**config.mk**
```make
export PLATFORM = sky130hd
export DESIGN_NAME = rep3_serial_tx_flat
export DESIGN_NICKNAME = d
export VERILOG_FILES = /design/src/rtl/rep3_serial_tx_if.sv /design/src/rtl/rep3_serial_tx.sv /design/src/flat_wrapper.sv
export SDC_FILE = /design/constraint.sdc
export NUM_CORES = 1
export LEC_CHECK = 0
export CORE_UTILIZATION = 50
export CTS_CLUSTER_DIAMETER = 200
export CTS_CLUSTER_SIZE = 40
export DETAILED_ROUTE_END_ITERATION = 16
export PLACE_DENSITY = 0.73
export SLEW_MARGIN = 20
export SYNTH_ARGS = -nofsm -noshare
export SYNTH_HDL_FRONTEND = slang
export SYNTH_SLANG_ARGS = --single-unit
```
**constraint.sdc**
```tcl
create_clock -name clk -period 2.65 [get_ports clk]
set_input_delay 0.3975 -clock clk [delete_from_list [all_inputs] [get_ports clk]]
set_output_delay 0.3975 -clock clk [all_outputs]
set_load 0.05 [all_outputs]
```
**src/rtl/rep3_serial_tx_if.sv**
```systemverilog
// rep3_serial_tx_if
//   Bundles the parallel-word handshake and the serial/status outputs of
//   the triple-repetition transmitter.
//   Signals:
//     din       payload word (producer -> transmitter)
//     din_valid producer has a word
//     din_ready transmitter can accept a word
//     tx_line   serial chip stream, idles high
//     tx_busy   frame in progress
//     done      one-cycle pulse when a frame has been fully sent
//   Modports:
//     master  producer / observer side
//     slave   transmitter side
interface rep3_serial_tx_if #(
  parameter int DATA_W = 8
);
  logic [DATA_W-1:0] din;
  logic              din_valid;
  logic              din_ready;
  logic              tx_line;
  logic              tx_busy;
  logic              done;

  modport master (
    output din, din_valid,
    input  din_ready, tx_line, tx_busy, done
  );

  modport slave (
    input  din, din_valid,
    output din_ready, tx_line, tx_busy, done
  );
endinterface

```
**src/rtl/rep3_serial_tx.sv**
```systemverilog
// rep3_serial_tx
//   Serial transmitter for a triple-repetition line code. A word accepted
//   over valid/ready is framed as a start symbol (0), DATA_W data symbols
//   (LSB first) and a stop symbol (1). Every symbol is sent as 3 identical
//   chips of CLK_DIV clock cycles each, so a receiver can recover it by a
//   2-of-3 majority vote.
//   Ports:
//     clk  rising-edge clock
//     rst  synchronous reset, active-high
//     bus  rep3_serial_tx_if.slave: din/din_valid in, din_ready/tx_line/
//          tx_busy/done out
//   Parameters:
//     DATA_W   payload bits per frame (>=1)
//     CLK_DIV  clock cycles per chip (>=1)
module rep3_serial_tx #(
  parameter int DATA_W  = 8,
  parameter int CLK_DIV = 4
) (
  input  logic             clk,
  input  logic             rst,
  rep3_serial_tx_if.slave  bus
);

  // Counter widths must stay >= 1 even when a parameter is 1.
  localparam int DIV_W = (CLK_DIV > 1) ? $clog2(CLK_DIV) : 1;
  localparam int BIT_W = (DATA_W  > 1) ? $clog2(DATA_W)  : 1;
  localparam logic [DIV_W-1:0] DIV_LAST = DIV_W'(CLK_DIV - 1);
  localparam logic [BIT_W-1:0] BIT_LAST = BIT_W'(DATA_W - 1);

  typedef enum logic [1:0] {
    IDLE  = 2'd0,
    START = 2'd1,
    DATA  = 2'd2,
    STOP  = 2'd3
  } state_t;

  state_t            state_reg,   state_next;
  logic [DIV_W-1:0]  div_cnt_reg,  div_cnt_next;
  logic [1:0]        chip_cnt_reg, chip_cnt_next;
  logic [BIT_W-1:0]  bit_cnt_reg,  bit_cnt_next;
  logic [DATA_W-1:0] data_sr_reg,  data_sr_next;
  logic              tx_line_reg,  tx_line_next;
  logic              done_reg,     done_next;

  logic              div_wrap;
  logic              sym_end;
  logic [DATA_W-1:0] data_sr_shifted;

  assign div_wrap        = (div_cnt_reg == DIV_LAST);
  assign sym_end         = div_wrap && (chip_cnt_reg == 2'd2);
  assign data_sr_shifted = data_sr_reg >> 1;

  // State and datapath registers.
  always_ff @(posedge clk) begin
    if (rst) begin
      state_reg    <= IDLE;
      div_cnt_reg  <= '0;
      chip_cnt_reg <= '0;
      bit_cnt_reg  <= '0;
      data_sr_reg  <= '0;
      tx_line_reg  <= 1'b1;
      done_reg     <= 1'b0;
    end else begin
      state_reg    <= state_next;
      div_cnt_reg  <= div_cnt_next;
      chip_cnt_reg <= chip_cnt_next;
      bit_cnt_reg  <= bit_cnt_next;
      data_sr_reg  <= data_sr_next;
      tx_line_reg  <= tx_line_next;
      done_reg     <= done_next;
    end
  end

  // Next-state and next-output logic. tx_line is registered, so the value
  // for the coming symbol is loaded on the last cycle of the current one.
  always_comb begin
    state_next    = state_reg;
    div_cnt_next  = div_cnt_reg;
    chip_cnt_next = chip_cnt_reg;
    bit_cnt_next  = bit_cnt_reg;
    data_sr_next  = data_sr_reg;
    tx_line_next  = tx_line_reg;
    done_next     = 1'b0;

    // Chip/symbol timing runs only while a frame is on the wire.
    if (state_reg != IDLE) begin
      if (div_wrap) begin
        div_cnt_next  = '0;
        chip_cnt_next = (chip_cnt_reg == 2'd2) ? 2'd0 : chip_cnt_reg + 2'd1;
      end else begin
        div_cnt_next  = div_cnt_reg + 1'b1;
      end
    end

    unique case (state_reg)
      IDLE: begin
        if (bus.din_valid) begin
          state_next    = START;
          data_sr_next  = bus.din;
          tx_line_next  = 1'b0;
          div_cnt_next  = '0;
          chip_cnt_next = '0;
          bit_cnt_next  = '0;
        end
      end
      START: begin
        if (sym_end) begin
          state_next   = DATA;
          tx_line_next = data_sr_reg[0];
        end
      end
      DATA: begin
        if (sym_end) begin
          data_sr_next = data_sr_shifted;
          if (bit_cnt_reg == BIT_LAST) begin
            state_next   = STOP;
            bit_cnt_next = '0;
            tx_line_next = 1'b1;
          end else begin
            bit_cnt_next = bit_cnt_reg + 1'b1;
            // Next bit is what lands in bit 0 after this shift.
            tx_line_next = data_sr_shifted[0];
          end
        end
      end
      STOP: begin
        if (sym_end) begin
          state_next   = IDLE;
          tx_line_next = 1'b1;
          done_next    = 1'b1;
        end
      end
      default: begin
        state_next = IDLE;
      end
    endcase
  end

  assign bus.din_ready = (state_reg == IDLE);
  assign bus.tx_busy   = (state_reg != IDLE);
  assign bus.tx_line   = tx_line_reg;
  assign bus.done      = done_reg;

endmodule

```
**src/flat_wrapper.sv**
```systemverilog
// flat-port wrapper written by rule: the top's interface ports become plain ports
module rep3_serial_tx_flat 
#(
  parameter int DATA_W  = 8,
  parameter int CLK_DIV = 4
)
  (clk, rst, bus_din, bus_din_valid, bus_din_ready, bus_tx_line, bus_tx_busy, bus_done);
  rep3_serial_tx_if #(.DATA_W(DATA_W)) bus_i ();
  input  logic clk;
  input  logic rst;
  input wire logic [$bits(bus_i.din)-1:0] bus_din;
  input wire logic [$bits(bus_i.din_valid)-1:0] bus_din_valid;
  output wire logic [$bits(bus_i.din_ready)-1:0] bus_din_ready;
  output wire logic [$bits(bus_i.tx_line)-1:0] bus_tx_line;
  output wire logic [$bits(bus_i.tx_busy)-1:0] bus_tx_busy;
  output wire logic [$bits(bus_i.done)-1:0] bus_done;
  assign bus_i.din = bus_din;
  assign bus_i.din_valid = bus_din_valid;
  assign bus_din_ready = bus_i.din_ready;
  assign bus_tx_line = bus_i.tx_line;
  assign bus_tx_busy = bus_i.tx_busy;
  assign bus_done = bus_i.done;
  rep3_serial_tx #(.DATA_W(DATA_W), .CLK_DIV(CLK_DIV)) u_core (.clk(clk), .rst(rst), .bus(bus_i));
endmodule
```
Yosys cells after proc, flatten, opt, wreduce, memory -nomap -nowiden
Cells that the tools add are included.

cells by class
  bitwise logic cells = 1
  add/sub/neg operators = 3
  muxes and demuxes = 29
  reductions and logical operators = 8
  eq/ne operators = 11

operators by type and width
  operator                                                                 count
  2-bit 2-to-1 mux                                                         14
  8-bit 2-to-1 mux                                                         2
  8-bit case mux with 2 select lines                                       1
  3-bit 2-to-1 mux                                                         3
  2-bit == test, second input constant                                     4
  2-bit by 1-bit inequality test with 1-bit output, second input constant  4
  2-bit case mux with 4 select lines                                       1
  1-bit 2-to-1 mux                                                         6
  3-bit case mux with 2 select lines                                       1
  5-bit AND reduction                                                      1
  2-bit by 1-bit adder with 2-bit output, second input constant            2
  1-bit case mux with 4 select lines                                       1
  4-bit AND reduction                                                      1
  2-bit nonzero test                                                       2
  3-bit by 1-bit adder with 3-bit output, second input constant            1
  3-bit == test, second input constant                                     1
  3-bit AND reduction                                                      1
  2-bit by 1-bit == test with 1-bit output, second input constant          1
  2-bit zero test                                                          1
  2-bit inequality test, second input constant                             1
  2-bit OR reduction                                                       1
  1-bit logical AND                                                        1
  1-bit NOT                                                                1

word-level totals
  input port bits = 11
  word-level logic and storage cells = 59
  register bits after elaboration = 19

Longest topological paths before layout
  word-level depth = 6
  gate-level depth with buffers = 8
  gate-level depth less buffers = 6

Worst setup path after synthesis
OpenSTA, ideal clock, no wires.

  path type = reg2reg
  start = register u_core.state_reg[0]
  end = register u_core.data_sr_reg[0]
  stages on the path, launching flop included = 9
  data required time = 2.571 ns
  period minus slack after synthesis = 2.061 ns
  setup slack = 0.589 ns
  library setup time = 0.079 ns
  arrival = 1.981 ns
  cell sequence = dfxtp_1 > inv_1 > ha_1 > clkbuf_1 > nor2_1 > a211oi_4 > buf_6 > nor2_2 > a211oi_2

on the way
  cells in the longest elaborated chain, start to end = 3
  elaborated cells between the ends (all ways) = 7
  classes of those cells = eq/ne: 3; mux: 1; reduce/logical: 3

ends and longest elaborated chain
  element                                                                line                  RTL
  from (decl)                                                            rep3_serial_tx.sv:37  state_t state_reg, state_next;
  from (signal assigned)                                                 rep3_serial_tx.sv:64  state_reg <= state_next;
  2-bit zero test *                                                      --
  via bus_din_ready                                                      flat_wrapper.sv:13    output wire logic [$bits(bus_i.din_ready)-1:0] bus_din_ready;
  2-bit inequality test (no line) or 2-bit nonzero test (tied branches)  --
  3-bit AND reduction (no line)                                          --
  to (signal assigned)                                                   rep3_serial_tx.sv:68  data_sr_reg <= data_sr_next;
  to (decl)                                                              rep3_serial_tx.sv:41  logic [DATA_W-1:0] data_sr_reg, data_sr_next;

The timed path passes the listed nets; every way through them passes the cells marked *.
A chain may end at the register's enable or synchronous reset.

Worst setup path in the final report
  start = register u_core.state_reg[0]
  end = output bus_tx_busy

on the way
  cells in the longest elaborated chain, start to end = 1

ends and longest elaborated chain
  element             line                   RTL
  2-bit nonzero test  rep3_serial_tx.sv:140  assign bus.tx_busy = (state_reg != IDLE);
  to (decl)           flat_wrapper.sv:15     output wire logic [$bits(bus_i.tx_busy)-1:0] bus_tx_busy;

Every way passes these cells.

==> flow_summary.ini <==
[grt]
grt.overflow.total = 0
grt_use_total_pct = 19.0
first_global_vias = 657
grt_max_degree = 20
antenna_found_initial = 0
grt_first_pass_wirelength_mm = 2.96

[placed_design]
place.gp.congestion = 0.705
io_buffers = 14
dp_hpwl_mm = 1.38
dp_slack_ns = 0.564

[worst_setup_path]
cp.depth = 4
reg2reg_from = u_core.state_reg[0]
reg2reg_setup_slack_ns = 0.74
worstPathMaxFanout = 9
path_cells = inv_1 > ha_1 > inv_1 > clkdlybuf4s50_1
critPathBufInv = 3
startpoint = u_core.state_reg[0]
crit_family = buffers and inverters
crit_top_cell = inv_1
crit_type = register to output pin
reg2reg_to = u_core.data_sr_reg[4]
worstSetupStartpointType = register
reg2reg_depth = 7
crit_path_end = bus_tx_busy
crit_slowest_cell = clkdlybuf4s50_1
critPathArrivalTime_ns = 2.05
cpPeakStageDelay_ns = 0.82
end_kind = output pin
required_ns = 2.25

[power]
cellLeakagePower_nw = 0.490
switching_share_pct = 44.0
clkPwrFrac_pct = 12.1
ir_drop_mv = 0.553
switching_power_mw = 0.547
seqPwrFrac_pct = 33.1
comb_power_share_pct = 54.8
power.density_nw_per_um2 = 1040
p_int_mw = 0.697

[clock_network]
root_buffer = clkbuf_4
clock_sinks = 19
cts_tree = done
cts.repair.resized = 0
cts-buffers-inserted = 3
cts-hold-fix-buffers = 0
cts_max_level = 1
clk_pin_slew_worst_paths_ns = 0.12
clk_latency_ns = 0.30
post_cts_buffers = 0
cts_buffer_depth = 2

[worst_hold_path]
hold_depth = 2
min_path_type = register to register

[yosys]
synth_area_per_cell_sq_um = 9.64
yosysUniqueCellTypes = 33
synth_edf_count = 0
async_reset_ff_share_pct = 0
synthTopCellsByArea = dfxtp_1 38%, mux2i_1 9.9%, ha_1 8.7%, nor2_1 6.3%, a211oi_1 4.4%
synth.most_common_cell = dfxtp_1
synth_top_area_share_pct = 37.6
yosys_warnings = 0
syn_inst = 105
ys_ff_latch = 19
yosysTopAreaCell = dfxtp_1
syn_area_sq_um = 1010
synth_commonest_cells = 19 x dfxtp_1, 17 x nor2_1, 10 x mux2i_1, 7 x ha_1, 6 x a211oi_1
ys_seq_area_share_pct = 37.6
synthesis.nets = 123
ys.flop_type = dfxtp_1

[floorplanning]
start_util_pct = 56.2
rows = 15
io_pins = 15
core_area_sq_um = 1800
die_y_um = 47.0
fp.dieW_um = 47.0
die_area_sq_um = 2210

[routing]
top_layer_used = met4
wl_met2_um = 784
num_vias = 770
drc = 0
routed_via_density = 5.35
wl_met1_um = 981
wl_per_cell_um = 13.0
first_iter_violations = 10
drt_first_pass_iters = 4
routed_wirelength_mm = 1.87
wl_met3_um = 83
ant_nets = 0

[run_status]
outcome = finished clean

[timing]
fin_worst_skew_ns = 0.00848
max_slew_margin_pct = 53.4
setup_ws_ns = 0.203
setup_viol = 0
finalHoldViolCount = 0
fin_crit_sh_pct = 92.3
finalMaxSlewViolations = 0
fmax_ghz = 0.409
fin_tns_setup_ns = 0
rsz0062_at_grt = no
tightestPinTransition_ns = 0.696
fin_crit_ns = 2.45

[final_layout]
layout-drive-gt1-share_pct = 13.4
area_delta_synth_final_pct = 17.9
largest_reg_flops = 8
antenna_cells = 0
fin_nets = 138

[flow_run]
cap_violations = 0
## final cells by class
type / count / area [sq um]
multi-input cells: 76 / 584
flip-flops and latches: 19 / 380
fillers: 158 / 608
clock inverters: 1 / 5.00
clock buffers: 3 / 22.5
well taps: 25 / 31.3
repair buffers: 16 / 155
inverters: 4 / 15.0
## placed cells by master, fill, tap and decap left out, types with 2 or more instances in the layout
| cell | instances |
|---|---|
| a22oi_1 | 3 |
| a21oi_1 | 3 |
| clkdlybuf4s50_1 | 14 |
| inv_1 | 4 |
| buf_4 | 2 |
| a211oi_1 | 6 |
| mux2i_1 | 10 |
| nor2_1 | 17 |
| nand2_1 | 4 |
| ha_1 | 7 |
| nor3_1 | 2 |
| o21ai_0 | 3 |
| dfxtp_1 | 19 |
| clkbuf_4 | 3 |
| nor3b_1 | 3 |
## power by group through the flow
stage          combinational, mW  clock [mW]  sequential (mW)
2_1_floorplan              0.523           0            0.428
3_3_place_gp               0.660           0            0.413
3_5_place_dp               0.673           0            0.417
4_1_cts                    0.678       0.150            0.410
5_1_grt                    0.741       0.162            0.420
6_report                   0.682       0.150            0.412
## cell families (layout without fill, tap and decap cells)
logic type / count (synthesis) / in the layout / share of synthesized area (%)
multiplexers: 10 / 10 / 9.89
adder cells (fa/ha/maj): 7 / 7 / 8.65
AO/OA/AOI/OAI: 25 / 25 / 20.0
buffers and inverters: 10 / 24 / 4.70
AND/OR/NAND/NOR: 34 / 34 / 19.2
flip-flops: 19 / 19 / 37.6
## per-layer routing
metal | track usage [%] | up-vias
li1 | - | 407
met1 | 27.4 | 346
met2 | 28.3 | 13
met3 | 3.46 | 4
met4 | 6.86 | 0
met5 | 0 | -
## through the flow
step | instances | hold WS, ns | utilization [%] | total power, mW | cell area [sq um]
finish | 144 | 0.467 | 66.3 | 1.24 | 1190
global route | 144 | 0.508 | 66.3 | 1.32 | 1190
global placement | 140 | 0.451 | 64.7 | 1.07 | 1170
floorplan | 105 | 0.440 | - | 0.951 | 1010
CTS | 144 | 0.469 | 66.3 | 1.24 | 1190
detailed placement | 140 | 0.452 | 64.7 | 1.09 | 1170
## worst reg2reg max path: stages, from the launching register on
cell and delay, ns:
dfxtp_1 0.40, inv_1 0.08, ha_1 0.33, buf_4 0.24, a211oi_4 0.19, buf_4 0.26, nor2_1 0.06, a211oi_1 0.26
## worst min path at each step
stage | startpoint | to | slack [ns]
after floorplan | u_core.data_sr_reg[7] | u_core.data_sr_reg[7] | 0.44
after global placement | u_core.data_sr_reg[7] | u_core.data_sr_reg[7] | 0.45
after detailed placement | u_core.data_sr_reg[7] | u_core.data_sr_reg[7] | 0.45
after CTS | u_core.data_sr_reg[7] | u_core.data_sr_reg[7] | 0.47
after global routing | u_core.data_sr_reg[7] | u_core.data_sr_reg[7] | 0.51
final | u_core.data_sr_reg[7] | u_core.data_sr_reg[7] | 0.47
No activity file was read; power rests on OpenSTA's default activity.
